<file path="src/rtl/fft_r2sdf_stage_if.sv">
// ---------------------------------------------------------------------------
// fft_r2sdf_stage_if
// Streaming bus of one radix-2 single-path delay-feedback FFT stage.
//   in_valid        : input sample present this cycle
//   in_r / in_i     : signed Q1.15 input sample
//   out_valid       : out_r/out_i/tw_idx/out_sop valid this cycle
//   out_r / out_i   : signed butterfly result for the downstream multiplier
//   tw_idx          : twiddle index, 0 = unity twiddle
//   out_sop         : first output of a frame
// The stage connects through the slave modport; the source/sink side
// connects through the master modport.
// ---------------------------------------------------------------------------
interface fft_r2sdf_stage_if #(
  parameter int IDXW = 3
);
  logic                   in_valid;
  logic signed [15:0]     in_r;
  logic signed [15:0]     in_i;
  logic                   out_valid;
  logic signed [15:0]     out_r;
  logic signed [15:0]     out_i;
  logic        [IDXW-1:0] tw_idx;
  logic                   out_sop;

  modport master (
    output in_valid, in_r, in_i,
    input  out_valid, out_r, out_i, tw_idx, out_sop
  );

  modport slave (
    input  in_valid, in_r, in_i,
    output out_valid, out_r, out_i, tw_idx, out_sop
  );
endinterface

</file>
<file path="src/rtl/fft_r2sdf_stage.sv">
// ---------------------------------------------------------------------------
// fft_r2sdf_stage
// One radix-2 SDF (single-path delay feedback) FFT stage.
//   clk    : clock, rising edge
//   reset  : synchronous, active-high
//   bus    : fft_r2sdf_stage_if.slave (in_valid/in_r/in_i in,
//            out_valid/out_r/out_i/tw_idx/out_sop out)
// Frame = 2*DEPTH samples. First half fills the delay line while the
// previous frame's differences drain out; second half forms sums
// (emitted) and differences (stored back). Outputs are registered,
// latency 1 from the accepted input.
// ---------------------------------------------------------------------------
module fft_r2sdf_stage #(
  parameter int DEPTH = 8,
  parameter int IDXW  = $clog2(DEPTH)
) (
  input  logic            clk,
  input  logic            reset,
  fft_r2sdf_stage_if.slave bus
);

  localparam int AW = (DEPTH > 1) ? $clog2(DEPTH) : 1;
  localparam int CW = AW + 1;
  localparam logic [CW-1:0] CNT_HALF = CW'(DEPTH);
  localparam logic [CW-1:0] CNT_LAST = CW'(2 * DEPTH - 1);

  // state
  logic [CW-1:0]          r_cnt;
  logic                   r_primed;
  logic [31:0]            r_dly [DEPTH];
  logic                   r_out_valid;
  logic signed [15:0]     r_out_r;
  logic signed [15:0]     r_out_i;
  logic [IDXW-1:0]        r_tw_idx;
  logic                   r_out_sop;

  // datapath
  logic [AW-1:0]          w_addr;
  logic                   w_bf;
  logic                   w_first_bf;
  logic                   w_acc;
  logic [31:0]            w_d;
  logic signed [15:0]     w_dr, w_di;
  logic signed [16:0]     w_sum_r, w_sum_i, w_dif_r, w_dif_i;
  logic signed [15:0]     w_s_r, w_s_i, w_t_r, w_t_i;
  logic [31:0]            w_wr_data;

  assign w_addr     = r_cnt[AW-1:0];            // cnt mod DEPTH
  assign w_bf       = (r_cnt >= CNT_HALF);      // butterfly half of the frame
  assign w_first_bf = (r_cnt == CNT_HALF);
  // reset wins over an input presented in the same cycle
  assign w_acc      = bus.in_valid & ~reset;

  assign w_d  = r_dly[w_addr];
  assign w_dr = w_d[31:16];
  assign w_di = w_d[15:0];

  // 17-bit sums can't overflow; >>>1 then truncate always fits 16 bits
  assign w_sum_r = {w_dr[15], w_dr} + {bus.in_r[15], bus.in_r};
  assign w_sum_i = {w_di[15], w_di} + {bus.in_i[15], bus.in_i};
  assign w_dif_r = {w_dr[15], w_dr} - {bus.in_r[15], bus.in_r};
  assign w_dif_i = {w_di[15], w_di} - {bus.in_i[15], bus.in_i};

  assign w_s_r = 16'(w_sum_r >>> 1);
  assign w_s_i = 16'(w_sum_i >>> 1);
  assign w_t_r = 16'(w_dif_r >>> 1);
  assign w_t_i = 16'(w_dif_i >>> 1);

  // fill half stores the raw input, butterfly half feeds back the difference
  assign w_wr_data = w_bf ? {w_t_r, w_t_i} : {bus.in_r, bus.in_i};

  // Delay line: deliberately unreset; stale entries are never flagged valid
  // because primed stays low until the first butterfly.
  always_ff @(posedge clk) begin
    if (w_acc) r_dly[w_addr] <= w_wr_data;
  end

  always_ff @(posedge clk) begin
    if (reset) begin
      r_cnt       <= '0;
      r_primed    <= 1'b0;
      r_out_valid <= 1'b0;
      r_out_r     <= '0;
      r_out_i     <= '0;
      r_tw_idx    <= '0;
      r_out_sop   <= 1'b0;
    end else begin
      // a bubble drops valid but leaves the data registers untouched
      r_out_valid <= bus.in_valid & (r_primed | w_bf);
      if (bus.in_valid) begin
        r_cnt     <= (r_cnt == CNT_LAST) ? '0 : r_cnt + 1'b1;
        if (w_first_bf) r_primed <= 1'b1;
        r_out_sop <= w_first_bf;
        if (w_bf) begin
          r_out_r  <= w_s_r;
          r_out_i  <= w_s_i;
          r_tw_idx <= '0;
        end else begin
          r_out_r  <= w_dr;
          r_out_i  <= w_di;
          r_tw_idx <= IDXW'(w_addr);
        end
      end
    end
  end

  assign bus.out_valid = r_out_valid;
  assign bus.out_r     = r_out_r;
  assign bus.out_i     = r_out_i;
  assign bus.tw_idx    = r_tw_idx;
  assign bus.out_sop   = r_out_sop;

endmodule

</file>
<file path="src/flat_wrapper.sv">
// flat-port wrapper written by rule: the top's interface ports become plain ports
module fft_r2sdf_stage_flat 
#(
  parameter int DEPTH = 8,
  parameter int IDXW  = $clog2(DEPTH)
)
  (clk, reset, bus_in_valid, bus_in_r, bus_in_i, bus_out_valid, bus_out_r, bus_out_i, bus_tw_idx, bus_out_sop);
  fft_r2sdf_stage_if #(.IDXW(IDXW)) bus_i ();
  input  logic clk;
  input  logic reset;
  input wire logic [$bits(bus_i.in_valid)-1:0] bus_in_valid;
  input wire logic [$bits(bus_i.in_r)-1:0] bus_in_r;
  input wire logic [$bits(bus_i.in_i)-1:0] bus_in_i;
  output wire logic [$bits(bus_i.out_valid)-1:0] bus_out_valid;
  output wire logic [$bits(bus_i.out_r)-1:0] bus_out_r;
  output wire logic [$bits(bus_i.out_i)-1:0] bus_out_i;
  output wire logic [$bits(bus_i.tw_idx)-1:0] bus_tw_idx;
  output wire logic [$bits(bus_i.out_sop)-1:0] bus_out_sop;
  assign bus_i.in_valid = bus_in_valid;
  assign bus_i.in_r = bus_in_r;
  assign bus_i.in_i = bus_in_i;
  assign bus_out_valid = bus_i.out_valid;
  assign bus_out_r = bus_i.out_r;
  assign bus_out_i = bus_i.out_i;
  assign bus_tw_idx = bus_i.tw_idx;
  assign bus_out_sop = bus_i.out_sop;
  fft_r2sdf_stage #(.DEPTH(DEPTH), .IDXW(IDXW)) u_core (.clk(clk), .reset(reset), .bus(bus_i));
endmodule
</file>
<file path="config.mk">
export PLATFORM = sky130hd
export DESIGN_NAME = fft_r2sdf_stage_flat
export DESIGN_NICKNAME = d
export VERILOG_FILES = /design/src/rtl/fft_r2sdf_stage_if.sv /design/src/rtl/fft_r2sdf_stage.sv /design/src/flat_wrapper.sv
export SDC_FILE = /design/constraint.sdc
export NUM_CORES = 1
export LEC_CHECK = 0
export CAP_MARGIN = 15
export CELL_PAD_IN_SITES_DETAIL_PLACEMENT = 1
export CELL_PAD_IN_SITES_GLOBAL_PLACEMENT = 1
export CORE_MARGIN = 2
export CORE_UTILIZATION = 45
export CTS_CLUSTER_SIZE = 14
export DETAILED_ROUTE_END_ITERATION = 8
export PLACE_DENSITY_LB_ADDON = 0.08
export SETUP_SLACK_MARGIN = 0.2
export SKIP_LAST_GASP = 1
export SLEW_MARGIN = 10
export SYNTH_ARGS = -nofsm -noshare
export SYNTH_HDL_FRONTEND = slang
export SYNTH_SLANG_ARGS = --single-unit
</file>
<file path="constraint.sdc">
create_clock -name clk -period 8.5 [get_ports clk]
set_clock_uncertainty 0.2 [all_clocks]
set_input_delay 1.7 -clock clk [delete_from_list [all_inputs] [get_ports clk]]
set_output_delay 1.7 -clock clk [all_outputs]
set_load 0.02 [all_outputs]
</file>
==> run_results.csv <==
group,metric,value,unit
power_and_ir_drop,switching_share,25.7,%
sta,setup-tns-final,0,ps
placed_design,numPortBuffers,71,
finish,multi_input_area,5760,um2
routing,ant_nets,0,
yosys,syn_nets,1205,
yosys,ys_warn_count,0,
sta,period_share,65.2,%
sta,worstMarginPinSlew,1110,ps
critical_path,crit_path_start_kind,"register",
floorplan,initial_core_util,45.7,%
finish,nets,1265,
placed_design,hpwl,25400,um
floorplan,design.portCount,72,
sta,period_needed,5550,ps
critical_path,timing.rr.end,"u_core.r_dly[4][15]$_DFFE_PP_",
power_and_ir_drop,p_seq_share,45.1,%
critical_path,crit_required,8450,ps
yosys,synth_edf_count,256,
global_routing,grtUsageTotal,24.0,%
hold_path,hold_class,"register to register",
power_and_ir_drop,powerDensity,215,nW/um2
placed_design,place_congestion,0.819,
run,maxCapViolCount,0,
critical_path,r2r_cells,10,
cts,clk_latency,510,ps
yosys,syn_inst,1104,
cts,cts.hold.buffers_added,0,
power_and_ir_drop,clkPwrFrac,38.9,%
hold_path,holdPathStages,2,
global_routing,grt_pass1_vias,9832,
yosys,yosysSeqAreaShare,57.9,%
power_and_ir_drop,comb_power_share,15.9,%
floorplan,core-area,32500,um2
yosys,ys.flop_type,"edfxtp_1",
hold_path,min_to,"u_core.r_primed$_SDFFE_PP0P_",
cts,root_buffer,"clkbuf_16",
cts,cts_tree,"done",
sta,final-setup-viol-count,0,
routing,first_pass_iters,5,
power_and_ir_drop,max-vdd-ir-drop,146,uV
sta,fin_ws,2950,ps
sta,drv_slew,0,
critical_path,crit_fanout,52,
finish,fillers,3238,
yosys,avgSynthCellArea,13.4,um2
yosys,muxShareOfSynthArea,13.0,%
power_and_ir_drop,power,3.67,mW
placed_design,dp_slack,2740,ps
critical_path,crit_type,"register to register",
cts,cts_setup_buffers,0,
floorplan,die_h,186,um
yosys,ys_types,75,
critical_path,r2r_slack,2950,ps
yosys,synthXorXnorAreaFrac,2.66,%
routing,vias,9354,
global_routing,grt_max_degree,59,
power_and_ir_drop,p_int,2.73,mW
yosys,synth_simple_gate_area_share,6.56,%
sta,max_slew_margin,25.1,%
sta,max_freq,180,MHz
cts,cts_resized,0,
placed_design,post_dp_cell_area,16000,um2
yosys,syn_area,14800,um2
sta,rsz0062_at_grt,"no",
routing,drc_errors,0,
cts,h-tree-depth,2,
floorplan,die_w,186,um
routing,totalWireLength,40200,um
finish,final_area,17100,um2
critical_path,cp.arrival,5500,ps
power_and_ir_drop,leakagePower,5.86,nW
global_routing,grt_pass1_wl,60700,um
finish,drive_above_1_share,16.1,%
floorplan,dieArea,34400,um2
finish,num_antenna_cells,0,
finish,area_growth,15.3,%
global_routing,grt_overflow,0,
power_and_ir_drop,power_switching,0.943,mW
routing,drt_iter0_markers,624,
finish,layout_common_cells,"256 x edfxtp_1, 77 x a21oi_1, 74 x nor2_1",
finish,layout_commonest_cell,"edfxtp_1",
cts,cts_made_buffers,34,
status,status,"completed",
routing,avgViaCountPerCell,5.74,
yosys,synthArstFlopShare,0,%
yosys,synth_seq_cells,301,
yosys,synth_top_family_by_area,"multiplexers",
global_routing,antenna_found_initial,0,
sta,hold_violations,0,
yosys,synth_compound_area_share,10.5,%
critical_path,cp-end-kind,"register",
cts,clock-sinks,301,
cts,clk_pin_slew,60,ps
routing,wl_per_cell,24.6,um
hold_path,hp-start,"u_core.r_primed$_SDFFE_PP0P_",
floorplan,fp-row-count,66,
yosys,synth_fa_ha_area_share,5.77,%
cts,cts_buffer_depth,3,
finish,register_area,8600,um2
-- sequential cells by signal, summed over array words and instances (netlist names), named ones only --
| signal | flops |
|---|---|
| u_core.bus.out_i | 16 |
| u_core.bus.out_r | 16 |
| u_core.bus.out_sop | 1 |
| u_core.bus.out_valid | 1 |
| u_core.bus.tw_idx | 3 |
| u_core.r_cnt | 4 |
| u_core.r_dly | 256 |
| u_core.r_primed | 1 |
-- critical path, cell delays in order, from the launching register on --
cell and delay (ps):
dfxtp_2 590, buf_4 700, mux4_2 410, mux2_2 310, ha_1 390, a2111oi_0 600, a211oi_1 210, a211o_1 350
a31oi_1 410, a21oi_1 120, o41ai_1 850
-- cells in the mapped netlist, types with 14 or more instances --
cell type  instances  area [um2]
mux2i_1           14         140
nor2_1            77         289
clkbuf_1          44         165
mux2_2            31         349
a211oi_1          14         105
o21ai_0           45         225
mux4_2            62        1400
nand3_1           14        70.1
inv_1             69         259
a21oi_1           77         385
dfxtp_1           45         901
edfxtp_1         256        7690
ha_1              62         776
nor3_1            18        90.1
xnor2_1           35         307
nand2_1           58         218
-- cell families (layout without fill, tap and decap cells) --
kind of cell / Yosys count / count (layout)
mux: 110 / 110
simple gates: 212 / 212
flops: 301 / 301
xor+xnor: 45 / 45
buf+inv: 135 / 220
compound gates: 235 / 235
fa+ha+maj: 66 / 66
-- routing by layer --
layer / wire length (um) / part of all wire [%] / track usage [%] / up-vias
li1: - / - / - / 4294
met1: 18200 / 45 / 33.2 / 4795
met2: 19700 / 49 / 40.3 / 206
met3: 1450 / 3.6 / 2.70 / 59
met4: 899 / 2.2 / 6.41 / 0
met5: 0 / 0 / 0 / -
-- stage by stage --
stage | util, % | cells | hold slack [ps]
2_1_floorplan | - | 1104 | 232
3_5_place_dp | 49.3 | 1570 | 243
5_1_grt | 52.7 | 1631 | 276
4_1_cts | 52.7 | 1631 | 258
3_3_place_gp | 49.3 | 1570 | 244
6_report | 52.7 | 1631 | 256
-- final cells by class --
cell class	instances	area share, %
Timing Repair Buffer	89	4.92
Sequential cell	301	50.3
Multi-Input combinational cell	668	33.7
Tap cell	442	3.24
Clock buffer	50	5.63
Clock inverter	11	0.695
Inverter	70	1.54
-- worst max path at each step --
stage,startpoint,endpoint,slack (ps)
4_1_cts,register,u_core.r_dly[4][15]$_DFFE_PP_,2940
2_1_floorplan,reset,u_core.r_dly[0][0]$_DFFE_PP_,2630
6_report,register,u_core.r_dly[4][15]$_DFFE_PP_,2950
5_1_grt,register,u_core.r_dly[5][15]$_DFFE_PP_,2550
3_3_place_gp,bus_in_i[2],u_core.r_dly[4][15]$_DFFE_PP_,2870
3_5_place_dp,bus_in_i[7],u_core.r_dly[5][15]$_DFFE_PP_,2740
-- power groups by stage --
stage	sequential, mW	combinational [mW]	clock (mW)
after floorplan	1.68	0.408	0
after detailed placement	1.69	0.583	0
after CTS	1.66	0.588	1.46
after global routing	1.66	0.641	1.51
after global placement	1.69	0.576	0
final	1.66	0.585	1.43
(Power assumes the default switching activity.)
